`config.mk`:
```
export PLATFORM = sky130hd
export DESIGN_NAME = cntry_car_sensor
export DESIGN_NICKNAME = d
export VERILOG_FILES = /design/src/rtl/cntry_car_sensor.sv
export SDC_FILE = /design/constraint.sdc
export NUM_CORES = 1
export LEC_CHECK = 0
export BUFFER_PORTS_ARGS = -buffer_cell sky130_fd_sc_hd__buf_2
export CORE_MARGIN = 2
export CORE_UTILIZATION = 30
export DETAILED_ROUTE_END_ITERATION = 10
export SYNTH_ARGS = -nofsm -noshare
export SYNTH_HDL_FRONTEND = slang
export SYNTH_SLANG_ARGS = --single-unit
```
`constraint.sdc`:
```
create_clock -name clock -period 2.2 [get_ports clock]
set_input_delay 0.33 -clock clock [delete_from_list [all_inputs] [get_ports clock]]
set_output_delay 0.33 -clock clock [all_outputs]
set_load 0.02 [all_outputs]
```
`src/rtl/cntry_car_sensor.sv`:
```
`default_nettype none
// ============================================================================
// Module      : cntry_car_sensor
// Description : Country-road vehicle-loop conditioner. Synchronises and
//               debounces the raw loop detector, counts waiting cars, drains
//               the count while the country light is GREEN, and raises the
//               X request while cars wait. A loop that stays high for too
//               long is flagged as faulty and forces X high (fail-safe).
// Revision    : 1.0 - initial release
// ----------------------------------------------------------------------------
// Ports
//   clock        in   1      system clock, all logic on posedge
//   clear        in   1      synchronous active-high reset
//   sensor_raw   in   1      asynchronous loop detector, 1 = metal present
//   cntry        in   2      country light: RED=0, YELLOW=1, GREEN=2 (3 = not GREEN)
//   X            out  1      1 = car(s) waiting on the country road
//   car_count    out  CNT_W  current waiting-car estimate
//   sensor_fault out  1      1 = loop stuck high
// ============================================================================
module cntry_car_sensor #(
  parameter int DEBOUNCE     = 4,
  parameter int CNT_W        = 4,
  parameter int MAX_CARS     = 15,
  parameter int DRAIN_CYCLES = 8,
  parameter int STUCK_CYCLES = 255
) (
  input  logic             clock,
  input  logic             clear,
  input  logic             sensor_raw,
  input  logic [1:0]       cntry,
  output logic             X,
  output logic [CNT_W-1:0] car_count,
  output logic             sensor_fault
);

  // Counter widths; each must hold its terminal value.
  localparam int c_DB_W = (DEBOUNCE > 1) ? $clog2(DEBOUNCE) : 1;
  localparam int c_DR_W = (DRAIN_CYCLES > 1) ? $clog2(DRAIN_CYCLES) : 1;
  localparam int c_ST_W = $clog2(STUCK_CYCLES + 1);

  localparam logic [1:0]        c_GREEN     = 2'd2;
  localparam logic [c_DB_W-1:0] c_DB_LAST   = c_DB_W'(DEBOUNCE - 1);
  localparam logic [c_DR_W-1:0] c_DR_LAST   = c_DR_W'(DRAIN_CYCLES - 1);
  localparam logic [c_ST_W-1:0] c_STUCK_MAX = c_ST_W'(STUCK_CYCLES);
  localparam logic [c_ST_W-1:0] c_STUCK_PRE = c_ST_W'(STUCK_CYCLES - 1);
  localparam logic [CNT_W-1:0]  c_CARS_MAX  = CNT_W'(MAX_CARS);

  // Synchroniser and debounce state
  logic              r_s1;
  logic              r_s2;
  logic              r_filt;
  logic [c_DB_W-1:0] r_db_cnt;

  // Counting state
  logic [CNT_W-1:0]  r_car_count;
  logic [c_DR_W-1:0] r_drain_cnt;
  logic [c_ST_W-1:0] r_stuck_cnt;
  logic              r_fault;

  // Combinational events
  logic w_db_done;
  logic w_arrival;
  logic w_drain_en;
  logic w_tick;

  // The filtered level flips on this edge when the synchronised level has
  // disagreed with it for DEBOUNCE consecutive cycles.
  assign w_db_done = (r_s2 != r_filt) && (r_db_cnt == c_DB_LAST);

  // An arrival is the 0->1 flip of the filtered level. It is taken from the
  // debounce decision rather than from a delayed copy of r_filt, so the car
  // is counted on the same edge the filtered level rises.
  assign w_arrival = w_db_done && r_s2 && !r_fault;

  // Drain timer only runs while there is someone to let through.
  assign w_drain_en = (cntry == c_GREEN) && (r_car_count != '0);
  assign w_tick     = w_drain_en && (r_drain_cnt == c_DR_LAST);

  // --------------------------------------------------------------------------
  // Two-flop synchroniser
  // --------------------------------------------------------------------------
  always_ff @(posedge clock) begin
    if (clear) begin
      r_s1 <= 1'b0;
      r_s2 <= 1'b0;
    end else begin
      r_s1 <= sensor_raw;
      r_s2 <= r_s1;
    end
  end

  // --------------------------------------------------------------------------
  // Debounce filter: any disagreement shorter than DEBOUNCE cycles resets
  // the run counter and leaves the filtered level untouched.
  // --------------------------------------------------------------------------
  always_ff @(posedge clock) begin
    if (clear) begin
      r_filt   <= 1'b0;
      r_db_cnt <= '0;
    end else if (r_s2 != r_filt) begin
      if (w_db_done) begin
        r_filt   <= r_s2;
        r_db_cnt <= '0;
      end else begin
        r_db_cnt <= r_db_cnt + 1'b1;
      end
    end else begin
      r_db_cnt <= '0;
    end
  end

  // --------------------------------------------------------------------------
  // Drain timer: one tick per DRAIN_CYCLES GREEN cycles with cars waiting.
  // Any break in GREEN restarts the interval from zero.
  // --------------------------------------------------------------------------
  always_ff @(posedge clock) begin
    if (clear) begin
      r_drain_cnt <= '0;
    end else if (!w_drain_en || w_tick) begin
      r_drain_cnt <= '0;
    end else begin
      r_drain_cnt <= r_drain_cnt + 1'b1;
    end
  end

  // --------------------------------------------------------------------------
  // Car counter. An arrival and a departure on the same edge cancel out.
  // A tick can only occur with car_count > 0, so the decrement never wraps.
  // --------------------------------------------------------------------------
  always_ff @(posedge clock) begin
    if (clear) begin
      r_car_count <= '0;
    end else begin
      case ({w_arrival, w_tick})
        2'b10: begin
          if (r_car_count != c_CARS_MAX) begin
            r_car_count <= r_car_count + 1'b1;
          end
        end
        2'b01:   r_car_count <= r_car_count - 1'b1;
        default: r_car_count <= r_car_count;
      endcase
    end
  end

  // --------------------------------------------------------------------------
  // Stuck-loop detector. The fault is set on the edge the counter reaches
  // STUCK_CYCLES and released as soon as the filtered level is seen low.
  // --------------------------------------------------------------------------
  always_ff @(posedge clock) begin
    if (clear) begin
      r_stuck_cnt <= '0;
      r_fault     <= 1'b0;
    end else if (!r_filt) begin
      r_stuck_cnt <= '0;
      r_fault     <= 1'b0;
    end else begin
      if (r_stuck_cnt != c_STUCK_MAX) begin
        r_stuck_cnt <= r_stuck_cnt + 1'b1;
      end
      if (r_stuck_cnt >= c_STUCK_PRE) begin
        r_fault <= 1'b1;
      end
    end
  end

  // Outputs decoded purely from registers: glitch-free, no added latency.
  assign car_count    = r_car_count;
  assign sensor_fault = r_fault;
  assign X            = (r_car_count != '0) | r_fault;

endmodule
`default_nettype wire
```
==> results of run 1 <==
[per-stage QoR]
stage               setup slack, ns  cell area (µm²)  instances  hold slack [ns]  total power (W)
floorplan                   0.09616             1022        106           0.3974        0.0003988
global placement            0.09512             1130        161           0.4044        0.0004036
detailed placement          0.06306             1130        161           0.4137        0.0004041
CTS                         0.03437             1156        165           0.2186        0.0005938
global route                0.01205             1171        165           0.2284        0.0006047
finish                       0.1031             1171        165           0.2324        0.0005814
[layer usage]
layer	track usage [%]	up-vias	share of wire, %
met3	3.804	4	4.6
li1	-	405	-
met2	18.34	18	48
met4	1.667	0	0.70
met5	0	-	0
met1	12.05	384	47
[layout make-up]
class                      instances  area, µm²
clock buffer                       4      26.28
tap                               46      57.56
inverter                           3      11.26
fill                             363       2140
timing repair buffer              13      72.57
sequential                        21      422.9
multi-input combinational         78      580.6
[registers in the layout, summed over array words and instances (netlist names)]
| name | flops |
|---|---|
| car_count | 4 |
| r_db_cnt | 2 |
| r_drain_cnt | 3 |
| r_filt | 1 |
| r_s1 | 1 |
| r_s2 | 1 |
| r_stuck_cnt | 8 |
| sensor_fault | 1 |
[cells by family after synthesis]
family | synth area share [%]
AND/OR/NAND/NOR | 28.87
flip-flops | 41.28
AO/OA/AOI/OAI | 12.29
buffers and inverters | 3.317
adder cells (fa/ha/maj) | 7.371
XOR/XNOR | 3.440
multiplexers | 3.439
[power breakdown]
group | switching [W] | internal [W] | total, W
clock | 0.000116 | 0.0000706 | 0.000186
combinational | 0.00000557 | 0.00000619 | 0.0000118
sequential | 0.00000112 | 0.000382 | 0.000383
total | 0.000122 | 0.000459 | 0.000581
[synthesized netlist by cell type (3+ instances only)]
| master | instances |
|---|---|
| sky130_fd_sc_hd__nand2b_1 | 3 |
| sky130_fd_sc_hd__nand2_1 | 5 |
| sky130_fd_sc_hd__a21oi_1 | 6 |
| sky130_fd_sc_hd__nor3_1 | 6 |
| sky130_fd_sc_hd__nor2b_1 | 4 |
| sky130_fd_sc_hd__inv_1 | 3 |
| sky130_fd_sc_hd__xnor2_1 | 3 |
| sky130_fd_sc_hd__dfxtp_1 | 21 |
| sky130_fd_sc_hd__nor2_1 | 11 |
| sky130_fd_sc_hd__clkbuf_1 | 3 |
| sky130_fd_sc_hd__ha_1 | 6 |
[cell usage in the layout, fill, tap and decap left out, drive strengths merged, types with 3 or more instances in the layout]
cell	Yosys	layout
dfxtp	21	21
buf	1	13
nor2	11	11
a21oi	6	6
nor3	6	6
ha	6	6
nand2	5	5
nor2b	4	4
clkbuf	3	4
or3	4	4
inv	3	3
nand2b	3	3
xnor2	3	3
[timing repair]
action                     in CTS  in global routing
setup endpoints to repair       0                  1
resized for setup               0                  5
buffers inserted                0                  0
[critical path: stages (launching register included)]
cell and delay [ns]:
sky130_fd_sc_hd__dfxtp_1 0.35, sky130_fd_sc_hd__buf_4 0.16, sky130_fd_sc_hd__or3_2 0.48, sky130_fd_sc_hd__or3_1 0.31
sky130_fd_sc_hd__buf_2 0.16
[path summary, 6_finish.rpt]
path                              from                   endpoint  slack (ns)  cells after the start
min                         sensor_raw            r_s1$_SDFF_PP0_        0.23                      2
min reg2reg  r_drain_cnt[0]$_SDFF_PP0_  r_drain_cnt[0]$_SDFF_PP0_        0.42                      1
max          car_count[0]$_SDFFE_PP0P_                          X        0.10                      4
max reg2reg     r_db_cnt[0]$_SDFF_PP0_  car_count[2]$_SDFFE_PP0P_        0.11                      8
==> run summary, run 1 <==
The run finished with clean final reports. The final-report hold violation count came out at 0. Height of the die: 62.27 µm. Setup repair after global routing left no endpoint under its margin. Length of the first detailed-routing pass in iterations: 4. Cells with a size suffix above 1 make up 25.21% of the layout. Clock-pin slew was measured on the worst setup and hold paths at 0.11 ns.

Static timing analysis puts the maximum clock frequency at 476.9 MHz. The clock drives 21 sinks. In the final routed layout, each cell accounts on average for 11.33 µm.

From left edge to right edge, the die measures 62.27 µm. Of all nets on the critical path, the largest fanout is 7. Entering global routing, the biggest net connects 12 pins.

During placement, the flow inserted port buffers numbering 10. In this run the count of I/O pins placed on the die edge is 11. By area the synthesized netlist is led by sky130_fd_sc_hd__dfxtp_1, sky130_fd_sc_hd__ha_1, sky130_fd_sc_hd__nor2_1.

The initial cell density of the core was 30.76%. For the total standard cell area after synthesis, the log shows 1018 µm². The number of pins exceeding their max-slew limit in the final report is 0, and the maximum resistive drop on vdd is 0.3213 mV. For the initial antenna violation count, the log shows 0. The die area was 3877 µm²; the endpoint arrival time on the critical path was 1.77 ns. Dividing total power by cell area gives a power density of 496.5 nW/µm².

The most used flip-flop cell after synthesis is sky130_fd_sc_hd__dfxtp_1. For the number of distinct standard cells referenced by the synthesized netlist, the log shows 37. Area share of the largest cell type after synthesis: 41.28%. Root buffer cell: sky130_fd_sc_hd__clkbuf_4.

The repair_antennas step left the layout with diodes totalling 0. Yosys printed 0 warnings. For the final-report setup violation count, the log shows 0. For this run, design rule violations remaining after detail routing come to 0. Buffers inserted during clock tree synthesis total 3. At the end of routability-driven placement, the weighted congestion stood at 0.8480. The logs give 131 for the number of nets in the final layout and 3311 µm² for the area of the core.

For the setup TNS, the log shows 0 ns. The number of instances in the synthesized netlist was 106; the leakage power was 0.4573 nW. The layout overhead on the synthesized area was 14.99%. Dividing the final minimum period by the clock period gives 95.31%.

Worst-case clock buffer depth: 2. The clock arrives with 0.001640 ns of skew. At the pin with the least slew margin, the transition time is 0.4124 ns.

The worst pin sits at a relative slew slack of 72.29%. The number of nets handed over by synthesis was 117. The count of nets left with antenna violations once routing finished came out at 0. The average via count per standard cell was 4.915; the register bit count reported by yosys was 21.

The run gives 0 as the total of max-cap violations. TritonCTS built the clock tree. At the worst endpoint, the required time is 1.87 ns. For the worst-skew pair, the clock arrives at the later sink with an insertion delay of 0.30 ns.

The kind of start point of the critical path was a flip-flop. The min-delay analysis places its worst path in the category in -> reg. Biggest area consumer among synthesized cells: sky130_fd_sc_hd__dfxtp_1. The run gives 3263 µm as the first-pass GRT wire length. The tools report the post-route core utilization as 35.37%. Summed over all layers, the routed wires come to 1869 µm. Across every metal layer, demand over resource in global routing totals 10.31%.

The setup path with the least slack is of type reg -> out. Yosys mapped a number of flops with a built-in enable equal to 0. The number of placement rows was 21; the global-route congestion overflow total was 0. The tools report the H-tree level count as 1.

The number of hold buffers added after CTS was 0. The tools report the via total after detailed routing as 811. Summing the sequential cell areas from Yosys gives 41.28% of the chip area. The number of global-route vias before repair is 759. Average cell area after synthesis: 9.608 µm². Shortest clock period the worst path allows after layout: 2.097 ns. STA classifies the critical path endpoint as an output port.

The first routing iteration left 18 violations. The HPWL after detailed placement is 1349 µm. The post-synthesis async set-or-reset flop share works out to 0%.
No activity file was read; power rests on OpenSTA's default activity.
==> run 2: changes to the inputs <==
PLACE_DENSITY = 0.45   (was not set)
==> run 2 against run 1 <==
Net effect:
- final cell count grew 0.61%
- via count shrank 4.1%
- worst setup slack lost 0.0072 ns
- largest power group unchanged
==> run summary, run 2 (synthesized netlist as in run 1, its figures left out) <==
Total of max-cap violations: 0 (unchanged). The number of pins exceeding their max-slew limit in the final report was 0 (unchanged). The final HPWL from detailed placement is 1338 µm (-0.88%). The I/O pin count came out at 11 (unchanged).

The setup TNS came out at 0 ns (unchanged). The largest net degree at the start of global routing came out at 12 (unchanged). The number of flip-flops in the largest register came out at 8 (unchanged).

The final antenna diode count was 0 (unchanged). The setup path with the least slack is of type reg -> out. The tools report the worst relative slew slack as 72.99% (+0.69 points). The clock-pin slew reported for the worst setup and hold paths after clock tree synthesis came out at 0.12 ns (about the same). The initial antenna violation count was 0 (unchanged). The run gives 0 (unchanged) as the count of cells resized by post-cts repair. The count of filler cells inserted in the layout is 353 (-2.8%), and the post-CTS setup repair buffer count is 0 (unchanged).

H-tree level count: 1 (unchanged). The total power is 0.0005848 W (+0.58%). The routed length per placed instance was 11.05 µm (-2.5%); the residual antenna-violating net count after detailed routing was 0 (unchanged). The kind of start point of the critical path was a flip-flop. The tools report the number of global-route vias before repair as 730 (-3.8%). The clock buffer count from CTS was 3 (unchanged); the shortest clock period the worst path allows after layout was 2.104 ns (+0.007189 ns). The fraction of layout cells with a size suffix above 1 is 25.83% (+0.62 points). The run gives 30.76% (unchanged) as the initial cell density of the core.

Via total after detailed routing: 778 (-4.1%). TritonCTS built the clock tree. The average via count per standard cell is 4.687 (-4.6%), and the final routed DRC violation total is 0 (unchanged). The die area came out at 3877 µm² (unchanged). The number of placement rows is 21 (unchanged), and the upper clock frequency limit is 475.3 MHz (-0.34%). The final cycle utilization of the critical path was 95.64% (+0.33 points); the final-report hold violation count was 0 (unchanged).

The leakage power came out at 0.4615 nW (+0.93%). The run finished with clean final reports. The number of nets in the final layout came out at 132 (+0.76%). The transition at the pin with the smallest max-transition slack is 0.4021 ns (-0.01032 ns), and the worst-case clock buffer depth is 2 (unchanged). Switching share of power: 21.47% (+0.42 points). Port buffer count: 10 (unchanged).

The library cell used most frequently in the layout, excluding fill and tap cells, is sky130_fd_sc_hd__dfxtp_1. Counting flops per register, the top entry is r_stuck_cnt. For the global-route congestion overflow total, the log shows 0 (unchanged). For the smallest setup slack after layout, the log shows 0.09592 ns (-0.007189 ns). Post-route clock skew: 0.0006759 ns (-0.0009641 ns). The power per cell area is 496.2 nW/µm² (about the same), and the placed standard-cell area is 1137 µm² (+0.66%). The final cell area excluding filler cells was 1179 µm² (+0.64%); the switching power was 0.0001255 W (+2.6%). The fraction of power consumed by sequential logic came out at 65.6% (-0.3 points). The die outline width came out at 62.27 µm (unchanged).

The tools report the endpoint arrival time on the critical path as 1.77 ns (about the same). Relative to the synthesized area, the layout overhead comes to 15.72%. Internal power consumption: 0.0004593 W (about the same). Type of element capturing the critical path: an output port. For the sum of routed wire length over all layers, the log shows 1834 µm (-1.9%).

The tree is rooted in a sky130_fd_sc_hd__clkbuf_4. The data required time of the worst path came out at 1.87 ns (about the same). For the starting DRC count in detailed routing, the log shows 20 (+2).

The length of the first detailed-routing pass in iterations is 4 (unchanged), and the hold-fix buffer count after cts is 0 (unchanged). Setup repair after global routing left no endpoint under its margin. The area of the core is 3311 µm² (unchanged), and the first-pass GRT wire length is 3298 µm (+1.1%). The placer congestion estimate came out at 0.7560 (-11%). The tools report the final-report setup violation count as 0 (unchanged). The clock share of power was 32.4% (+0.4 points).

The class of the most critical hold timing path was in -> reg. For the worst setup timing slack at the placement stage, the log shows 0.06789 ns (+0.004831 ns). The clock network latency to the later pin of the worst-skew pair came out at 0.30 ns (about the same). The highest fanout seen on the critical path works out to 7 (unchanged). The overall fraction of global-route tracks in use was 10.47% (+0.15 points). The run gives 2.0% (about the same) as the logic gate share of total power. The top cell types in the final layout, fill and taps aside, are sky130_fd_sc_hd__dfxtp_1, sky130_fd_sc_hd__nor2_1, sky130_fd_sc_hd__buf_2, sky130_fd_sc_hd__a21oi_1, sky130_fd_sc_hd__nor3_1. The maximum resistive drop on vdd is 0.2320 mV (-28%), and the number of clock sinks seen by CTS is 21 (unchanged). The height of the die was 62.27 µm (unchanged).
-- run 2: cell types whose count changed in the layout (fill, tap and decap cells not counted) --
cell / previous run / this run
sky130_fd_sc_hd__buf_4: 3 / 4
-- run 2: worst paths after layout --
| check | start | to | slack [ns] | cells after the start |
|---|---|---|---|---|
| setup reg to reg | r_db_cnt[0]$_SDFF_PP0_ | car_count[2]$_SDFFE_PP0P_ | 0.11 | 8 |
| hold / removal | sensor_raw | r_s1$_SDFF_PP0_ | 0.23 | 2 |
| setup / recovery | car_count[0]$_SDFFE_PP0P_ | X | 0.1 | 4 |
| hold reg to reg | r_drain_cnt[0]$_SDFF_PP0_ | r_drain_cnt[0]$_SDFF_PP0_ | 0.41 | 1 |
-- run 2: per-layer routing --
metal / wire length, µm / global-route usage (%)
met3: 42 / 2.174
met1: 952 / 13.96
met5: 0 / 0
met4: 19 / 5.833
met2: 820 / 15.76
-- run 2: stage by stage --
| step | utilization, % | hold WS (ns) | std cells |
|---|---|---|---|
| floorplan | - | 0.3974 | 106 |
| global placement | 34.35 | 0.4047 | 162 |
| detailed placement | 34.35 | 0.4100 | 162 |
| CTS | 35.15 | 0.2271 | 166 |
| global route | 35.60 | 0.2302 | 166 |
| finish | 35.60 | 0.2267 | 166 |
-- run 2: power by group through the flow --
stage | clock network [W] | logic [W] | registers [W]
final | 0.000190 | 0.0000118 | 0.000383
after global routing | 0.000223 | 0.0000133 | 0.000384
after CTS | 0.000195 | 0.0000120 | 0.000383
after detailed placement | 0 | 0.0000119 | 0.000392
after global placement | 0 | 0.0000119 | 0.000392
after floorplan | 0 | 0.00000699 | 0.000392
-- run 2: area by class of cell --
class	count	area [µm²]	share of cell area, %
inverters	3	11.26	0.9554
flip-flops and latches	21	422.9	35.88
clock buffers	4	26.28	2.229
repair buffers	14	80.08	6.794
multi-input cells	78	580.6	49.26
well taps	46	57.56	4.883
-- run 2: worst max-delay path: stages, from the launching register on --
cell and delay, ns:
sky130_fd_sc_hd__dfxtp_1 0.35, sky130_fd_sc_hd__buf_4 0.16, sky130_fd_sc_hd__or3_2 0.47, sky130_fd_sc_hd__or3_1 0.32, sky130_fd_sc_hd__buf_2 0.17
==> run 3: changes to the inputs <==
CORE_UTILIZATION = 50   (was 30)
PLACE_DENSITY = 0.69   (was 0.45)
==> run 3 against run 2 <==
Net effect:
- power decreased by 1.3%
- critical path depth increased by 4
- wire length decreased by 3.7%
- fmax decreased by 1.6%
- final cell count decreased by 11%
- worst setup slack got worse by 0.033 ns
- largest power group unchanged
- highest routed layer is now met3
==> run summary, run 3 (synthesized netlist as in run 1, its figures left out) <==
The tools report the upper clock frequency limit as 467.9 MHz (-1.6%). The cell with the largest stage delay on the worst path was sky130_fd_sc_hd__or3_4. The power per cell area was 499.7 nW/µm² (+0.72%); the clock-pin slew reported for the worst setup and hold paths after clock tree synthesis was 0.12 ns (about the same). The residual antenna-violating net count after detailed routing was 0 (unchanged); the area of the core was 1942 µm² (-41%). The number of clock sinks seen by CTS came out at 21 (unchanged). Shortest clock period the worst path allows after layout: 2.137 ns (+0.03324 ns). The leakage power is 0.4650 nW (+0.74%), and the maximum resistive drop on vdd is 0.4136 mV (+78%).

The number of global-route vias before repair came out at 755 (+3.4%). TritonCTS built the clock tree. The run gives 774 (-0.51%) as the via total after detailed routing. For the worst setup timing slack at the placement stage, the log shows 0.04183 ns (-0.02607 ns). Total of max-cap violations: 0 (unchanged).

The critical path buffer and inverter count is 0 (-2). The hold-fix buffer count after cts was 0 (unchanged); the number of flip-flops in the largest register was 8 (unchanged). The endpoint arrival time on the critical path was 2.33 ns (+0.56 ns).

The placer congestion estimate came out at 0.7776 (+2.9%). The cell family contributing the most delay on the critical path is simple AND/OR/NAND/NOR gates. The height of the die is 49.13 µm (-21%). Register with the most flip-flops: r_stuck_cnt. The category of the critical setup timing path was reg -> reg.

The logs give 16 (-24%) for the number of placement rows and 0 (unchanged) for the final-report setup violation count. The average via count per standard cell came out at 5.265 (+12%). For the overall fraction of global-route tracks in use, the log shows 16.21% (+5.7 points). The run gives 0.2345 ns (+0.007804 ns) as the post-route worst hold slack.

The run gives 4 (unchanged) as the length of the first detailed-routing pass in iterations. The port buffer count was 10 (unchanged). The worst relative slew slack is 74.23% (+1.2 points). The most common cell after layout, fill and taps aside is sky130_fd_sc_hd__dfxtp_1. Final-report hold violation count: 0 (unchanged). Relative to the synthesized area, the layout overhead comes to 13.39%. The die outline width is 49.13 µm (-21%).

The run gives 0 (unchanged) as the final antenna diode count. Kind of start point of the critical path: a flip-flop. Final HPWL from detailed placement: 1298 µm (-3.0%). The logs give 2414 µm² (-38%) for the die area and 0 (unchanged) for the number of pins exceeding their max-slew limit in the final report.

The fraction of layout cells with a size suffix above 1 is 25.83% (unchanged). The flow ran to the end, and the final reports show no timing, DRC or antenna violations. The clock buffer count from CTS is 3 (unchanged), and the post-route clock skew is 0.004134 ns (+0.003458 ns). The I/O pin count was 11 (unchanged). Clock tree synthesis selected as its root buffer the cell sky130_fd_sc_hd__clkbuf_4. The initial antenna violation count was 0 (unchanged); the data required time of the worst path was 2.40 ns (+0.53 ns).

The transition at the pin with the smallest max-transition slack is 0.3830 ns (-0.01912 ns), and the clock network latency to the later pin of the worst-skew pair is 0.29 ns (about the same). The final cycle utilization of the critical path was 97.15% (+1.5 points); the sum of routed wire length over all layers was 1767 µm (-3.7%). The highest fanout seen on the critical path came out at 5 (-2). The tools report the type of element capturing the critical path as a flip-flop. The tools report the global-route congestion overflow total as 0 (unchanged). For the number of nets in the final layout, the log shows 132 (unchanged). The run gives 13 (+1) as the largest net degree at the start of global routing.

The smallest setup slack after layout was 0.06268 ns (-0.03324 ns); the count of filler cells inserted in the layout was 175 (-50%). The starting DRC count in detailed routing was 4 (-80%); the setup TNS was 0 ns (unchanged). Reg2reg setup slack: 0.06 ns (-0.05 ns). The routed length per placed instance was 12.02 µm (+8.8%); the worst-case clock buffer depth was 2 (unchanged). The run gives 1 (unchanged) as the H-tree level count.

Walking the worst path, the cells encountered are ha_2 > nor4bb_4 > or3_4 > xnor2_2 > ha_2 > nor2_1 > a22oi_2 > mux2_4. For the initial cell density of the core, the log shows 52.45% (+22 points). The top cell types in the final layout, fill and taps aside, are sky130_fd_sc_hd__dfxtp_1, sky130_fd_sc_hd__nor2_1, sky130_fd_sc_hd__buf_2, sky130_fd_sc_hd__a21oi_1, sky130_fd_sc_hd__nor3_1.

By instance count, the cell type seen most on the critical path is sky130_fd_sc_hd__ha_2. The post-route core utilization came out at 59.47% (+24 points). The first-pass GRT wire length was 3139 µm (-4.8%). In this run the worst hold path is classified as in -> reg.

The total power was 0.0005771 W (-1.3%). The highest cell delay on the worst timing path was 0.42 ns (-0.05 ns); the final routed DRC violation total was 0 (unchanged).
## run 3: cell types whose count changed in the layout (fill, tap and decap cells not counted)
| cell | delta |
|---|---|
| sky130_fd_sc_hd__clkbuf_1 | -1 |
| sky130_fd_sc_hd__clkinv_2 | +1 |
| sky130_fd_sc_hd__dfxtp_2 | -1 |
| sky130_fd_sc_hd__dfxtp_1 | +1 |
## run 3: layout make-up
class | instances | area, µm² | share of cell area (%)
clock buffer | 3 | 22.52 | 1.950
clock inverter | 1 | 5.005 | 0.4334
inverter | 3 | 11.26 | 0.9751
multi-input combinational | 78 | 580.6 | 50.27
sequential | 21 | 421.7 | 36.51
tap | 27 | 33.78 | 2.925
timing repair buffer | 14 | 80.08 | 6.934
## run 3: through the flow
| step | instance area (µm²) | cells |
|---|---|---|
| global route | 1155 | 147 |
| global placement | 1114 | 143 |
| detailed placement | 1114 | 143 |
| finish | 1155 | 147 |
| CTS | 1141 | 147 |
| floorplan | 1022 | 106 |
## run 3: worst paths after layout
| kind | start | endpoint | depth (start not counted) |
|---|---|---|---|
| setup / recovery | r_db_cnt[0]$_SDFF_PP0_ | car_count[2]$_SDFFE_PP0P_ | 8 |
| hold / removal | sensor_raw | r_s1$_SDFF_PP0_ | 2 |
| setup reg to reg | r_db_cnt[0]$_SDFF_PP0_ | car_count[2]$_SDFFE_PP0P_ | 8 |
| hold reg to reg | r_drain_cnt[0]$_SDFF_PP0_ | r_drain_cnt[0]$_SDFF_PP0_ | 1 |
## run 3: worst reg2reg max path: cells and delay by family, from the launching register on
kind	cells	cell delay (ns)
and+or+nand+nor	3	0.64
xor gates and xnor gates	1	0.16
AOI/OAI and AO/OA	1	0.18
DFF	1	0.34
adders and majority gates	2	0.41
muxes	1	0.31
## run 3: what timing repair did
action / 4_1_cts / 5_1_grt
resized for setup: 0 / 4
setup buffers: 0 / 0
endpoints found under the setup margin: 0 / 1
## run 3: layer usage
metal  global-route usage (%)  up-vias  part of all wire [%]
li1                         -      408                     -
met1                    20.04      360                    48
met2                    28.38        6                    49
met3                    4.294        0                   2.9
met4                    2.857        0                     0
met5                        0        -                     0
## run 3: report_power, final
| part | leakage (nW) | total, W | switching, W | internal [W] |
|---|---|---|---|---|
| clock | 0.0177 | 0.000182 | 0.000114 | 0.0000676 |
| sequential | 0.170 | 0.000383 | 0.00000110 | 0.000382 |
| combinational | 0.277 | 0.0000117 | 0.00000550 | 0.00000624 |
| total | 0.465 | 0.000577 | 0.000121 | 0.000456 |
